==> config.mk <==
export PLATFORM = sky130hd
export DESIGN_NAME = branch_resolve_unit_flat
export DESIGN_NICKNAME = d
export VERILOG_FILES = /design/src/rtl/branch_resolve_unit_if.sv /design/src/rtl/branch_resolve_unit.sv /design/src/flat_wrapper.sv
export SDC_FILE = /design/constraint.sdc
export NUM_CORES = 1
export LEC_CHECK = 0
export BUFFER_PORTS_ARGS = -buffer_cell sky130_fd_sc_hd__buf_4
export CORE_MARGIN = 1
export CORE_UTILIZATION = 55
export DETAILED_ROUTE_END_ITERATION = 6
export MAX_ROUTING_LAYER = met4
export PLACE_DENSITY = 0.79
export RECOVER_POWER = 50
export SKIP_CTS_REPAIR_TIMING = 1
export SYNTH_ARGS = -nofsm -noshare
export SYNTH_HDL_FRONTEND = slang
export SYNTH_SLANG_ARGS = --single-unit
==> constraint.sdc <==
create_clock -name clk_i -period 7.76 [get_ports clk_i]
set_input_delay 2.328 -clock clk_i [delete_from_list [all_inputs] [get_ports clk_i]]
set_output_delay 2.328 -clock clk_i [all_outputs]
set_load 0.1 [all_outputs]
==> src/rtl/branch_resolve_unit_if.sv <==
// Issue-side and redirect-side bundle for branch_resolve_unit.
// BRU_MISPREDICT_EN adds pred_taken_i / mispredict_o.
interface branch_resolve_unit_if;
   logic        in_valid_i;
   logic        in_ready_o;
   logic [31:0] rs1_i;
   logic [31:0] rs2_i;
   logic [2:0]  funct3_i;
   logic [31:0] pc_i;
   logic [31:0] imm_i;
   logic        flush_i;
   logic        out_valid_o;
   logic        out_ready_i;
   logic        taken_o;
   logic [31:0] next_pc_o;
   logic        illegal_o;
`ifdef BRU_MISPREDICT_EN
   logic        pred_taken_i;
   logic        mispredict_o;

   modport master (
      output in_valid_i, rs1_i, rs2_i, funct3_i, pc_i, imm_i, flush_i, out_ready_i, pred_taken_i,
      input  in_ready_o, out_valid_o, taken_o, next_pc_o, illegal_o, mispredict_o
   );
   modport slave (
      input  in_valid_i, rs1_i, rs2_i, funct3_i, pc_i, imm_i, flush_i, out_ready_i, pred_taken_i,
      output in_ready_o, out_valid_o, taken_o, next_pc_o, illegal_o, mispredict_o
   );
`else
   modport master (
      output in_valid_i, rs1_i, rs2_i, funct3_i, pc_i, imm_i, flush_i, out_ready_i,
      input  in_ready_o, out_valid_o, taken_o, next_pc_o, illegal_o
   );
   modport slave (
      input  in_valid_i, rs1_i, rs2_i, funct3_i, pc_i, imm_i, flush_i, out_ready_i,
      output in_ready_o, out_valid_o, taken_o, next_pc_o, illegal_o
   );
`endif
endinterface

==> src/rtl/branch_resolve_unit.sv <==
// Two-stage branch resolver: S1 holds operands feeding the comparator, S2 holds the decision.
// Optional macro BRU_MISPREDICT_EN adds predicted-direction tracking and mispredict_o.
module branch_resolve_unit (
   input  logic                  clk_i,
   input  logic                  rst_ni,
   branch_resolve_unit_if.slave  bus
);
   logic        s1_valid_q, s1_valid_d;
   logic [31:0] s1_rs1_q, s1_rs1_d;
   logic [31:0] s1_rs2_q, s1_rs2_d;
   logic [2:0]  s1_funct3_q, s1_funct3_d;
   logic [31:0] s1_pc_q, s1_pc_d;
   logic [31:0] s1_imm_q, s1_imm_d;
   logic        s2_valid_q, s2_valid_d;
   logic        s2_taken_q, s2_taken_d;
   logic [31:0] s2_next_pc_q, s2_next_pc_d;
   logic        s2_illegal_q, s2_illegal_d;

   logic        s2_free, s1_adv, in_ready, accept;
   logic        cmp_eq, cmp_lt_u, cmp_lt_s;
   logic        taken, illegal;
   logic [31:0] next_pc;

   always_comb begin
      s2_free  = !s2_valid_q || bus.out_ready_i;
      s1_adv   = s1_valid_q && s2_free;
      in_ready = (!s1_valid_q || s2_free) && !bus.flush_i;
      accept   = bus.in_valid_i && in_ready;
   end

   // Unsigned magnitude compare; signed lt is derived by sign-bit correction.
   always_comb begin
      cmp_eq   = (s1_rs1_q == s1_rs2_q);
      cmp_lt_u = (s1_rs1_q < s1_rs2_q);
      cmp_lt_s = (s1_rs1_q[31] != s1_rs2_q[31]) ? s1_rs1_q[31] : cmp_lt_u;
      taken    = 1'b0;
      illegal  = 1'b0;
      case (s1_funct3_q)
         3'b000:  taken = cmp_eq;
         3'b001:  taken = !cmp_eq;
         3'b100:  taken = cmp_lt_s;
         3'b101:  taken = !cmp_lt_s;
         3'b110:  taken = cmp_lt_u;
         3'b111:  taken = !cmp_lt_u;
         default: illegal = 1'b1;
      endcase
      next_pc = taken ? (s1_pc_q + s1_imm_q) : (s1_pc_q + 32'd4);
   end

   always_comb begin
      s1_rs1_d     = accept ? bus.rs1_i    : s1_rs1_q;
      s1_rs2_d     = accept ? bus.rs2_i    : s1_rs2_q;
      s1_funct3_d  = accept ? bus.funct3_i : s1_funct3_q;
      s1_pc_d      = accept ? bus.pc_i     : s1_pc_q;
      s1_imm_d     = accept ? bus.imm_i    : s1_imm_q;
      s2_taken_d   = s1_adv ? taken        : s2_taken_q;
      s2_next_pc_d = s1_adv ? next_pc      : s2_next_pc_q;
      s2_illegal_d = s1_adv ? illegal      : s2_illegal_q;
      // Flush kills both stages even if a result is being handed off this cycle.
      if (bus.flush_i)  s1_valid_d = 1'b0;
      else if (accept)  s1_valid_d = 1'b1;
      else if (s1_adv)  s1_valid_d = 1'b0;
      else              s1_valid_d = s1_valid_q;
      if (bus.flush_i)          s2_valid_d = 1'b0;
      else if (s1_adv)          s2_valid_d = 1'b1;
      else if (bus.out_ready_i) s2_valid_d = 1'b0;
      else                      s2_valid_d = s2_valid_q;
   end

   always_ff @(posedge clk_i or negedge rst_ni) begin
      if (!rst_ni) begin
         s1_valid_q   <= 1'b0;
         s1_rs1_q     <= '0;
         s1_rs2_q     <= '0;
         s1_funct3_q  <= '0;
         s1_pc_q      <= '0;
         s1_imm_q     <= '0;
         s2_valid_q   <= 1'b0;
         s2_taken_q   <= 1'b0;
         s2_next_pc_q <= '0;
         s2_illegal_q <= 1'b0;
      end else begin
         s1_valid_q   <= s1_valid_d;
         s1_rs1_q     <= s1_rs1_d;
         s1_rs2_q     <= s1_rs2_d;
         s1_funct3_q  <= s1_funct3_d;
         s1_pc_q      <= s1_pc_d;
         s1_imm_q     <= s1_imm_d;
         s2_valid_q   <= s2_valid_d;
         s2_taken_q   <= s2_taken_d;
         s2_next_pc_q <= s2_next_pc_d;
         s2_illegal_q <= s2_illegal_d;
      end
   end

   assign bus.in_ready_o  = in_ready;
   assign bus.out_valid_o = s2_valid_q;
   assign bus.taken_o     = s2_taken_q;
   assign bus.next_pc_o   = s2_next_pc_q;
   assign bus.illegal_o   = s2_illegal_q;

`ifdef BRU_MISPREDICT_EN
   logic s1_pred_q, s1_pred_d;
   logic s2_pred_q, s2_pred_d;

   always_comb begin
      s1_pred_d = accept ? bus.pred_taken_i : s1_pred_q;
      s2_pred_d = s1_adv ? s1_pred_q        : s2_pred_q;
   end

   always_ff @(posedge clk_i or negedge rst_ni) begin
      if (!rst_ni) begin
         s1_pred_q <= 1'b0;
         s2_pred_q <= 1'b0;
      end else begin
         s1_pred_q <= s1_pred_d;
         s2_pred_q <= s2_pred_d;
      end
   end

   assign bus.mispredict_o = s2_valid_q && (s2_taken_q != s2_pred_q);
`endif
endmodule

==> src/flat_wrapper.sv <==
// flat-port wrapper written by rule: the top's interface ports become plain ports
module branch_resolve_unit_flat 
  (clk_i, rst_ni, bus_in_valid_i, bus_rs1_i, bus_rs2_i, bus_funct3_i, bus_pc_i, bus_imm_i, bus_flush_i, bus_out_ready_i, bus_in_ready_o, bus_out_valid_o, bus_taken_o, bus_next_pc_o, bus_illegal_o);
  branch_resolve_unit_if bus_i ();
  input  logic clk_i;
  input  logic rst_ni;
  input wire logic [$bits(bus_i.in_valid_i)-1:0] bus_in_valid_i;
  input wire logic [$bits(bus_i.rs1_i)-1:0] bus_rs1_i;
  input wire logic [$bits(bus_i.rs2_i)-1:0] bus_rs2_i;
  input wire logic [$bits(bus_i.funct3_i)-1:0] bus_funct3_i;
  input wire logic [$bits(bus_i.pc_i)-1:0] bus_pc_i;
  input wire logic [$bits(bus_i.imm_i)-1:0] bus_imm_i;
  input wire logic [$bits(bus_i.flush_i)-1:0] bus_flush_i;
  input wire logic [$bits(bus_i.out_ready_i)-1:0] bus_out_ready_i;
  output wire logic [$bits(bus_i.in_ready_o)-1:0] bus_in_ready_o;
  output wire logic [$bits(bus_i.out_valid_o)-1:0] bus_out_valid_o;
  output wire logic [$bits(bus_i.taken_o)-1:0] bus_taken_o;
  output wire logic [$bits(bus_i.next_pc_o)-1:0] bus_next_pc_o;
  output wire logic [$bits(bus_i.illegal_o)-1:0] bus_illegal_o;
  assign bus_i.in_valid_i = bus_in_valid_i;
  assign bus_i.rs1_i = bus_rs1_i;
  assign bus_i.rs2_i = bus_rs2_i;
  assign bus_i.funct3_i = bus_funct3_i;
  assign bus_i.pc_i = bus_pc_i;
  assign bus_i.imm_i = bus_imm_i;
  assign bus_i.flush_i = bus_flush_i;
  assign bus_i.out_ready_i = bus_out_ready_i;
  assign bus_in_ready_o = bus_i.in_ready_o;
  assign bus_out_valid_o = bus_i.out_valid_o;
  assign bus_taken_o = bus_i.taken_o;
  assign bus_next_pc_o = bus_i.next_pc_o;
  assign bus_illegal_o = bus_i.illegal_o;
  branch_resolve_unit u_core (.clk_i(clk_i), .rst_ni(rst_ni), .bus(bus_i));
endmodule
==> results.json, run 1 <==
{
  "place_inst": 1252,
  "min_setup_slack_post_route_ns": 2.290,
  "fp.dieW_um": 133.0,
  "start_kind": "input pin",
  "portion_of_the_post_synthesis_area_used_by_sequential_elements": 0.4425,
  "largest_family_of_logic_cells_by_synthesized_area": "multiplexers",
  "drt_first_pass_iters": 5,
  "io_pins": 172,
  "clock_skew_ns": 0.01157,
  "design.final.nets": 1252,
  "tightestPinTransition_ns": 2.450,
  "synth.ff_latch_count": 167,
  "ys_warnings": 0,
  "finish.cell_count_without_fillers": 1284,
  "synth.avg_cell_area_um2": 10.64,
  "wl_cell_um": 16.40,
  "global_route.usage.total": 0.2565,
  "detailedRoute.firstIterationViolations": 372,
  "cellLeakagePower_nw": 5.198,
  "drtAntennaViolNets": 0,
  "timing.max_cap.violations": 2,
  "ys.flop_type": "sky130_fd_sc_hd__dfrtp_1",
  "worstSkewPairLatency_ns": 0.43,
  "power.density_mw_per_mm2": 308.6,
  "rsz0062_at_grt": "no",
  "grt_pass1_wl_um": 34380,
  "gr-total-overflow": 0,
  "synthDistinctLibCells": 61,
  "synth-xor-area-share": 0.04637,
  "root_buffer": "sky130_fd_sc_hd__clkbuf_16",
  "biggest_area_contributors_in_the_synthesized_netlist": "sky130_fd_sc_hd__dfrtp_1, sky130_fd_sc_hd__mux2_2, sky130_fd_sc_hd__ha_1",
  "initial_core_util": 0.5655,
  "r2r_slack_ns": 2.68,
  "drt-total-wl_um": 21060,
  "final_period_minus_worst_setup_slack_ns": 5.470,
  "required_ns": 5.43,
  "core_mm2": 0.01670,
  "vias": 7174,
  "period_share": 0.7049,
  "irDropWorstVdd_uv": 228.6,
  "ctsHtreeMaxLevel": 4,
  "worstPathArrival_ns": 3.14,
  "grt_antenna_before_repair": 0,
  "synth.largest_area_cell": "sky130_fd_sc_hd__dfrtp_1",
  "antenna_cells": 0,
  "power_frac_clock": 0.226,
  "mostFrequentLayoutCell": "sky130_fd_sc_hd__dfrtp_1",
  "final_cell_mix": "sky130_fd_sc_hd__dfrtp_1, sky130_fd_sc_hd__buf_4, sky130_fd_sc_hd__mux2_2, sky130_fd_sc_hd__nand2_1, sky130_fd_sc_hd__ha_1",
  "fraction_of_final_layout_cells_sized_beyond_drive_strength_1": 0.2979,
  "post_synth_inst_count": 888,
  "drc_errors": 0,
  "run_status": "complete, but fails checks",
  "die_area_mm2": 0.01770,
  "areaGrowthSynthToFinish_pct": 19.82,
  "ctsLongestPathBuffers": 2,
  "post_synth_mux_area_share": 0.1583,
  "grt_pass1_vias": 7096,
  "synthArstFlopShare": 1.000,
  "place.detailed.hpwl_um": 15110,
  "criticalPathCategory": "input pin to output pin",
  "clkSinkCount": 167,
  "synthSimpleGateAreaFrac": 0.1097,
  "violations_in_the_final_reports": "capacitance limit, slew limit",
  "synth_compound_gate_area_share": 0.1212,
  "clock.fmax_mhz": 182.8,
  "synth-edff-count": 0,
  "final-setup-viol-count": 0,
  "finalSetupTns_ns": 0,
  "critical_path_peak_fanout": 5,
  "fin_total_pwr_mw": 3.493,
  "postSynthNetCount": 1089,
  "post-place-ws_ns": 2.304,
  "place.gp.congestion": 0.8896,
  "finalMaxSlewViolations": 114,
  "seqPwrFrac": 0.339,
  "swShare": 0.4436,
  "grt_max_degree": 102,
  "placement_rows": 47,
  "hold_class": "flip-flop to flip-flop",
  "slew-limit-headroom": -0.6332,
  "synth_top_cell_area_share": 0.4425,
  "critical_path.endpoint_type": "output pin",
  "clkTransAtPathRegs_ns": 0.06,
  "port_buffers": 171,
  "p_comb_frac": 0.435,
  "clock_buffers_created_by_tritoncts": 17,
  "cts_tree": "yes",
  "switching_power_mw": 1.549,
  "report.final.hold_viol_count": 0,
  "synth-adder-area-share": 0.08691,
  "fp.dieH_um": 133.0,
  "post_drt_via_cell_ratio": 5.587,
  "postLayoutCoreUtil": 0.6776,
  "intPower_mw": 1.943,
  "synth_area_mm2": 0.009444
}
-- worst max-delay path, stage by stage --
cell,delay (ns)
sky130_fd_sc_hd__clkbuf_4,0.10
sky130_fd_sc_hd__nor2b_1,0.07
sky130_fd_sc_hd__a21oi_1,0.29
sky130_fd_sc_hd__buf_4,0.35
-- cell families (layout without fill, tap and decap cells) --
logic type / count (synthesis) / in the layout
xor+xnor: 50 / 50
compound gates: 178 / 178
flops: 167 / 167
fa+ha+maj: 65 / 65
buf+inv: 75 / 251
mux: 133 / 133
simple gates: 220 / 220
-- cells in the mapped netlist (3+ instances only) --
cell type,count
sky130_fd_sc_hd__and3_1,15
sky130_fd_sc_hd__a21o_1,7
sky130_fd_sc_hd__and2_1,3
sky130_fd_sc_hd__nor4_1,3
sky130_fd_sc_hd__nand3_1,20
sky130_fd_sc_hd__and4_1,4
sky130_fd_sc_hd__nand4_1,11
sky130_fd_sc_hd__nor2b_1,6
sky130_fd_sc_hd__mux2_2,131
sky130_fd_sc_hd__or3_1,4
sky130_fd_sc_hd__ha_1,64
sky130_fd_sc_hd__a41oi_1,3
sky130_fd_sc_hd__nand2b_1,5
sky130_fd_sc_hd__o21bai_1,6
sky130_fd_sc_hd__a211oi_1,6
sky130_fd_sc_hd__o21a_1,8
sky130_fd_sc_hd__or2_2,4
sky130_fd_sc_hd__buf_1,4
sky130_fd_sc_hd__xor2_1,27
sky130_fd_sc_hd__nor3_1,12
sky130_fd_sc_hd__o211ai_1,7
sky130_fd_sc_hd__clkbuf_1,19
sky130_fd_sc_hd__xnor2_1,23
sky130_fd_sc_hd__dfrtp_1,167
sky130_fd_sc_hd__a31oi_1,7
sky130_fd_sc_hd__inv_1,43
sky130_fd_sc_hd__nand2_1,75
sky130_fd_sc_hd__o21ai_0,41
sky130_fd_sc_hd__clkbuf_8,4
sky130_fd_sc_hd__nor2_1,52
sky130_fd_sc_hd__a21oi_1,59
sky130_fd_sc_hd__o31ai_1,4
sky130_fd_sc_hd__a311oi_1,3
sky130_fd_sc_hd__o211ai_2,3
sky130_fd_sc_hd__buf_2,4
-- state kept, by name, summed over array words and instances (netlist names) --
signal / count
u_core.bus.next_pc_o: 32
u_core.s1_rs1_q: 32
u_core.s1_funct3_q: 3
u_core.s1_imm_q: 32
u_core.s1_rs2_q: 32
u_core.s1_pc_q: 32
u_core.s1_valid_q: 1
u_core.bus.illegal_o: 1
u_core.bus.out_valid_o: 1
u_core.bus.taken_o: 1
-- path summary, 6_finish.rpt --
path	start	endpoint	cells after the start
min	u_core.bus.illegal_o	u_core.bus.illegal_o	2
min in group asynchronous	rst_ni	u_core.s1_pc_q[9]	1
max reg2reg	u_core.s1_rs1_q[31]	u_core.bus.next_pc_o[22]	10
max	bus_out_ready_i	bus_in_ready_o	4
min reg2reg	u_core.bus.illegal_o	u_core.bus.illegal_o	2
max in group asynchronous	rst_ni	u_core.s1_imm_q[31]	2
-- power by group through the flow --
stage | sequential [mW] | clock (mW) | combinational [mW]
finish | 1.18 | 0.790 | 1.52
floorplan | 1.68 | 0 | 0.711
global route | 1.21 | 0.837 | 1.64
CTS | 1.18 | 0.803 | 1.58
global placement | 1.19 | 0 | 1.54
detailed placement | 1.20 | 0 | 1.57
-- through the flow --
| stage | hold slack [ns] | cell area (um^2) |
|---|---|---|
| floorplan | 0.4794 | 9444 |
| global placement | 0.4514 | 10900 |
| detailed placement | 0.4569 | 10900 |
| CTS | 0.4716 | 11450 |
| global route | 0.5111 | 11320 |
| finish | 0.4654 | 11320 |
-- layout make-up --
| class | instances | area [um^2] |
|---|---|---|
| inverters | 43 | 161.4 |
| clock buffers | 21 | 460.4 |
| fillers | 1360 | 5385 |
| clock inverters | 11 | 91.34 |
| repair buffers | 176 | 1186 |
| flip-flops and latches | 167 | 4179 |
| multi-input cells | 646 | 4962 |
| well taps | 220 | 275.3 |
-- metal layers --
layer | share of wire | routed length [um] | up-vias | global-route usage
li1 | - | - | 3512 | -
met1 | 0.44 | 9320 | 3442 | 0.3224
met2 | 0.48 | 10170 | 194 | 0.4090
met3 | 0.059 | 1249 | 26 | 0.05862
met4 | 0.015 | 320 | 0 | 0.08493
met5 | 0 | 0 | - | -
No activity file was read; power rests on OpenSTA's default activity.
==> run 2, diff against run 1 <==
--- a/config.mk
+++ b/config.mk
@@ -7,10 +7,10 @@
 export LEC_CHECK = 0
 export BUFFER_PORTS_ARGS = -buffer_cell sky130_fd_sc_hd__buf_4
 export CORE_MARGIN = 1
-export CORE_UTILIZATION = 55
+export CORE_UTILIZATION = 51
 export DETAILED_ROUTE_END_ITERATION = 6
 export MAX_ROUTING_LAYER = met4
-export PLACE_DENSITY = 0.79
+export PLACE_DENSITY = 0.77
 export RECOVER_POWER = 50
 export SKIP_CTS_REPAIR_TIMING = 1
 export SYNTH_ARGS = -nofsm -noshare
==> constraint.sdc (replaced) <==
create_clock -name clk_i -period 5 [get_ports clk_i]
set_input_delay 1.5 -clock clk_i [delete_from_list [all_inputs] [get_ports clk_i]]
set_output_delay 1.5 -clock clk_i [all_outputs]
set_load 0.1 [all_outputs]
==> run 2 against run 1 <==
- the run ends with DRC, capacitance limit, slew limit left
- combinational power is 59% higher
- global-route usage is 2.0 points lower
- hold slack better by 0.014 ns
- critical endpoint unchanged
- largest power group unchanged
- critical path depth stayed put
- sequential power is 56% higher
- die area is 7.7% higher
- sequential share of layout area is 0.55 points lower
==> results.json, run 2 (synthesis gave the netlist of run 1 again) <==
{
  "run_status": "complete, but fails checks",
  "violations_in_the_final_reports": "DRC, capacitance limit, slew limit",
  "global_route.usage.total": 0.2368,
  "drc_errors": 20,
  "worstPathArrival_ns": 2.32,
  "power.density_mw_per_mm2": 481.5,
  "worstSkewPairLatency_ns": 0.44,
  "clkTransAtPathRegs_ns": 0.07,
  "holdWs_ns": 0.4793,
  "grt_pass1_vias": 7166,
  "hold_class": "flip-flop to flip-flop",
  "irDropWorstVdd_uv": 244.2,
  "timing.max_cap.violations": 1,
  "fp.dieW_um": 138.1,
  "worst-r2r-cell-count": 10,
  "finalSetupTns_ns": 0,
  "vias": 7274,
  "cellLeakagePower_nw": 5.331,
  "finalMaxSlewViolations": 96,
  "design.final.nets": 1257,
  "drtAntennaViolNets": 0,
  "root_buffer": "sky130_fd_sc_hd__clkbuf_16",
  "io_pins": 172,
  "required_ns": 3.50,
  "cp.buffers_inverters": 2,
  "rr_endpoint": "u_core.bus.next_pc_o[24]",
  "die_area_mm2": 0.01907,
  "clkSinkCount": 167,
  "antenna_cells": 0,
  "area.sequential_mm2": 0.004179,
  "grt_antenna_before_repair": 0,
  "crit-reg2reg-launch": "u_core.s1_rs1_q[31]",
  "place.gp.congestion": 0.8762,
  "drt-total-wl_um": 21230,
  "clock_skew_ns": 0.01111,
  "slew-limit-headroom": -0.6088,
  "hold_path_stages": 2,
  "wl_cell_um": 16.36,
  "rsz0062_at_grt": "no",
  "met2_wirelength_um": 10140,
  "final-setup-viol-count": 0,
  "fp.dieH_um": 138.1,
  "initial_core_util": 0.5222,
  "wirelength_met1_um": 9359,
  "port_buffers": 171,
  "area_occupied_by_multi_input_gates_mm2": 0.004960,
  "wl_met3_um": 1365,
  "clock_buffers_created_by_tritoncts": 17,
  "final_period_minus_worst_setup_slack_ns": 3.819,
  "cts_tree": "yes",
  "period_share": 0.7638,
  "timing.hold.worst_endpoint": "u_core.bus.illegal_o",
  "start_kind": "input pin",
  "mostFrequentLayoutCell": "sky130_fd_sc_hd__dfrtp_1",
  "slowest_stage_cell_cp": "sky130_fd_sc_hd__buf_4",
  "grt_max_degree": 96,
  "post_drt_via_cell_ratio": 5.604,
  "fraction_of_final_layout_cells_sized_beyond_drive_strength_1": 0.3227,
  "ctsHtreeMaxLevel": 4,
  "ctsLongestPathBuffers": 2,
  "detailedRoute.firstIterationViolations": 473,
  "worstPathCellList": "clkbuf_4, nor2b_1, a21oi_1, buf_4",
  "hold_path.startpoint": "u_core.bus.illegal_o",
  "final_cell_mix": "sky130_fd_sc_hd__dfrtp_1, sky130_fd_sc_hd__buf_4, sky130_fd_sc_hd__mux2_2, sky130_fd_sc_hd__nand2_1, sky130_fd_sc_hd__ha_1",
  "core_mm2": 0.01809,
  "gr-total-overflow": 0,
  "grt_pass1_wl_um": 34850,
  "tightestPinTransition_ns": 2.413,
  "areaGrowthSynthToFinish_pct": 21.62,
  "place.detailed.hpwl_um": 15760,
  "placement_rows": 49,
  "timing.critical_path.slowest_cell_delay_ns": 0.36,
  "nFillCells": 1507,
  "top_signal_layer_used": "met4",
  "critical_path_peak_fanout": 5,
  "clock.fmax_mhz": 261.8,
  "report.final.hold_viol_count": 0,
  "r2r_slack_ns": 1.59,
  "drt_first_pass_iters": 7,
  "critical_path.endpoint_type": "output pin",
  "fin_total_pwr_mw": 5.531,
  "crit_family": "buffers and inverters",
  "criticalPathCategory": "input pin to output pin"
}
-- run 2: through the flow --
step | utilization | cell area [um^2] | instances | worst slack (ns)
floorplan | - | 9444 | 888 | 0.4081
global placement | 0.6062 | 10960 | 1266 | 1.223
detailed placement | 0.6062 | 10960 | 1266 | 1.220
CTS | 0.6387 | 11550 | 1298 | 1.216
global route | 0.6351 | 11490 | 1298 | 1.133
finish | 0.6351 | 11490 | 1298 | 1.181
-- run 2: report_power, final --
group	leakage, nW	switching [mW]	internal [mW]
clock	0.280	0.617	0.666
combinational	3.07	1.63	0.776
sequential	1.98	0.216	1.62
total	5.33	2.47	3.07
-- run 2: final cells by class --
type,count,area share
sequential,167,0.3638
multi-input combinational,646,0.4318
timing repair buffer,181,0.1143
inverter,43,0.01405
clock buffer,17,0.03704
clock inverter,15,0.01405
tap,229,0.02495
-- run 2: tightest hold or removal path: stages, from the launching register on --
cell and delay (ns):
sky130_fd_sc_hd__dfrtp_1 0.35, sky130_fd_sc_hd__nand2_1 0.05, sky130_fd_sc_hd__nand2_1 0.05
-- run 2: layer usage --
layer	GRT usage	up-vias
met5	-	-
met3	0.06443	31
met1	0.2908	3522
met2	0.3770	193
li1	-	3528
met4	0.08220	0
-- run 2: worst max path at each step --
| stage | startpoint | endpoint | cells past startpoint |
|---|---|---|---|
| floorplan | bus_out_ready_i | bus_in_ready_o | 2 |
| global placement | bus_out_ready_i | bus_in_ready_o | 4 |
| detailed placement | bus_out_ready_i | bus_in_ready_o | 4 |
| CTS | bus_out_ready_i | bus_in_ready_o | 4 |
| global route | bus_out_ready_i | bus_in_ready_o | 4 |
| finish | bus_out_ready_i | bus_in_ready_o | 4 |
==> run 3, diff against run 2 <==
==> constraint.sdc (replaced) <==
create_clock -name clk_i -period 3.2 [get_ports clk_i]
set_input_delay 0.96 -clock clk_i [delete_from_list [all_inputs] [get_ports clk_i]]
set_output_delay 0.96 -clock clk_i [all_outputs]
set_load 0.1 [all_outputs]
==> run 3 against run 2 <==
- clock skew hardly changed
- flip-flop and latch count is the same
- the flow still finishes with violations (DRC, capacitance limit, slew limit)
- combinational power is 62% higher
- power increased by 59%
- sequential share of layout area fell by 0.49 points
- routed wire length grew 2.2%
- count of clock-buffer cells in the layout unchanged
- first-iteration DRC count down 12%
- setup slack lost 1.1 ns
==> results.json, run 3 (synthesis gave the netlist of run 1 again) <==
{
  "slowest_stage_cell_cp": "sky130_fd_sc_hd__dfrtp_1",
  "global_route.usage.total": 0.2434,
  "start_kind": "flip-flop",
  "io_pins": 172,
  "core_mm2": 0.01809,
  "clock_skew_ns": 0.01077,
  "critical_path_peak_fanout": 6,
  "placement_rows": 49,
  "crit-reg2reg-launch": "u_core.s1_pc_q[0]",
  "clkSinkCount": 167,
  "fraction_of_final_layout_cells_sized_beyond_drive_strength_1": 0.3398,
  "ctsHtreeMaxLevel": 4,
  "run_status": "complete, but fails checks",
  "grt_antenna_before_repair": 0,
  "worst-r2r-cell-count": 12,
  "cellLeakagePower_nw": 5.425,
  "drc_errors": 20,
  "clkTransAtPathRegs_ns": 0.07,
  "final_period_minus_worst_setup_slack_ns": 3.071,
  "design.final.nets": 1268,
  "timing.hold.worst_endpoint": "u_core.bus.next_pc_o[8]",
  "antenna_cells": 0,
  "timing.max_cap.violations": 1,
  "grt_pass1_wl_um": 35800,
  "port_buffers": 171,
  "slew-limit-headroom": -0.06600,
  "place.detailed.hpwl_um": 16280,
  "mostFrequentLayoutCell": "sky130_fd_sc_hd__buf_4",
  "final-setup-viol-count": 0,
  "worstSkewPairLatency_ns": 0.43,
  "gr-total-overflow": 0,
  "areaGrowthSynthToFinish_pct": 23.29,
  "violations_in_the_final_reports": "DRC, capacitance limit, slew limit",
  "drtAntennaViolNets": 0,
  "fp.dieW_um": 138.1,
  "vias": 7314,
  "irDropWorstVdd_uv": 404.8,
  "crit_top_cell": "sky130_fd_sc_hd__o211ai_2",
  "required_ns": 3.51,
  "rsz0062_at_grt": "yes",
  "clock_buffers_created_by_tritoncts": 17,
  "drt_first_pass_iters": 7,
  "drt-total-wl_um": 21710,
  "crit_family": "compound AO/OA/AOI/OAI gates",
  "initial_core_util": 0.5222,
  "fp.dieH_um": 138.1,
  "critical_path.endpoint_type": "flip-flop",
  "place_inst": 1277,
  "tightestPinTransition_ns": 1.599,
  "min_setup_slack_post_route_ns": 0.1285,
  "timing.critical_path.slowest_cell_delay_ns": 0.38,
  "detailedRoute.firstIterationViolations": 414,
  "r2r_slack_ns": 0.13,
  "final_cell_mix": "sky130_fd_sc_hd__buf_4, sky130_fd_sc_hd__dfrtp_1, sky130_fd_sc_hd__mux2_2, sky130_fd_sc_hd__nand2_1, sky130_fd_sc_hd__ha_1",
  "report.final.hold_viol_count": 0,
  "finish.cell_count_without_fillers": 1309,
  "cp.buffers_inverters": 1,
  "worstPathArrival_ns": 3.38,
  "rr_endpoint": "u_core.bus.next_pc_o[24]",
  "criticalPathCategory": "flip-flop to flip-flop",
  "ctsLongestPathBuffers": 2,
  "post-place-ws_ns": 0.09694,
  "post_drt_via_cell_ratio": 5.587,
  "power.density_mw_per_mm2": 754.7,
  "wl_cell_um": 16.59,
  "clock.fmax_mhz": 325.6,
  "hold_path.startpoint": "u_core.bus.next_pc_o[8]",
  "hold_path_stages": 2,
  "period_share": 0.9598,
  "root_buffer": "sky130_fd_sc_hd__clkbuf_16",
  "finalMaxSlewViolations": 62,
  "place.gp.congestion": 0.8866,
  "die_area_mm2": 0.01907,
  "hold_class": "flip-flop to flip-flop",
  "worstPathCellList": "ha_1, inv_1, fa_1, nand2b_1, a21oi_2, o211ai_2, a32oi_2, o211ai_2, a21oi_4, o31ai_1, and4_1, or3_1",
  "cts_tree": "yes",
  "grt_pass1_vias": 7430,
  "finalSetupTns_ns": 0,
  "grt_max_degree": 62
}
[run 3: changes by cell type in the layout (fill, tap and decap cells not counted), sizes merged]
cell / delta
clkinvlp: -1
clkinv: -3
inv: +4
clkbuf: -4
buf: +15
[run 3: cell type report]
type / instances / area (um^2)
Multi-Input combinational cell: 646 / 4987
Sequential cell: 167 / 4179
Clock buffer: 17 / 425.4
Timing Repair Buffer: 192 / 1450
Fill cell: 1457 / 6442
Inverter: 43 / 161.4
Tap cell: 229 / 286.5
Clock inverter: 15 / 153.9
[run 3: worst register-to-register path, delay by kind of cell (launching register included)]
| kind | cells | cell delay (ns) |
|---|---|---|
| compound gates | 6 | 1.19 |
| simple gates | 3 | 0.74 |
| fa+ha+maj | 2 | 0.58 |
| flops | 1 | 0.38 |
| buf+inv | 1 | 0.06 |
[run 3: power breakdown]
part	switching, mW	internal (mW)	total (mW)
registers	0.328	2.54	2.86
logic	2.60	1.31	3.91
clock network	0.973	1.04	2.02
[run 3: worst max path at each step]
stage,from,endpoint,slack [ns],cells after the start
2_1_floorplan,u_core.bus.out_valid_o,u_core.s1_funct3_q[0],0.10,6
3_3_place_gp,u_core.s1_pc_q[0],u_core.bus.next_pc_o[24],0.15,12
3_5_place_dp,u_core.s1_pc_q[0],u_core.bus.next_pc_o[24],0.1,12
4_1_cts,u_core.s1_pc_q[0],u_core.bus.next_pc_o[24],0.03,12
5_1_grt,u_core.s1_rs1_q[31],u_core.bus.next_pc_o[15],-0.05,11
6_report,u_core.s1_pc_q[0],u_core.bus.next_pc_o[24],0.13,12
[run 3: metrics by stage]
step                      hold slack, ns  power (mW)  utilization  instance area (um^2)
after global placement            0.4524       6.708       0.6138                 11100
after CTS                         0.4853       8.837       0.6458                 11680
after global routing              0.5084       9.277       0.6438                 11640
after floorplan                   0.4794       5.786            -                  9448
after detailed placement          0.4624       6.796       0.6138                 11100
final                             0.4782       8.788       0.6438                 11640
[run 3: metal layers]
| layer | vias to the layer above | track usage | wire (um) |
|---|---|---|---|
| met5 | - | - | 0 |
| met4 | 0 | 0.06742 | 337 |
| met3 | 33 | 0.06685 | 1247 |
| met2 | 188 | 0.4047 | 10650 |
| met1 | 3546 | 0.2905 | 9479 |
| li1 | 3547 | - | - |
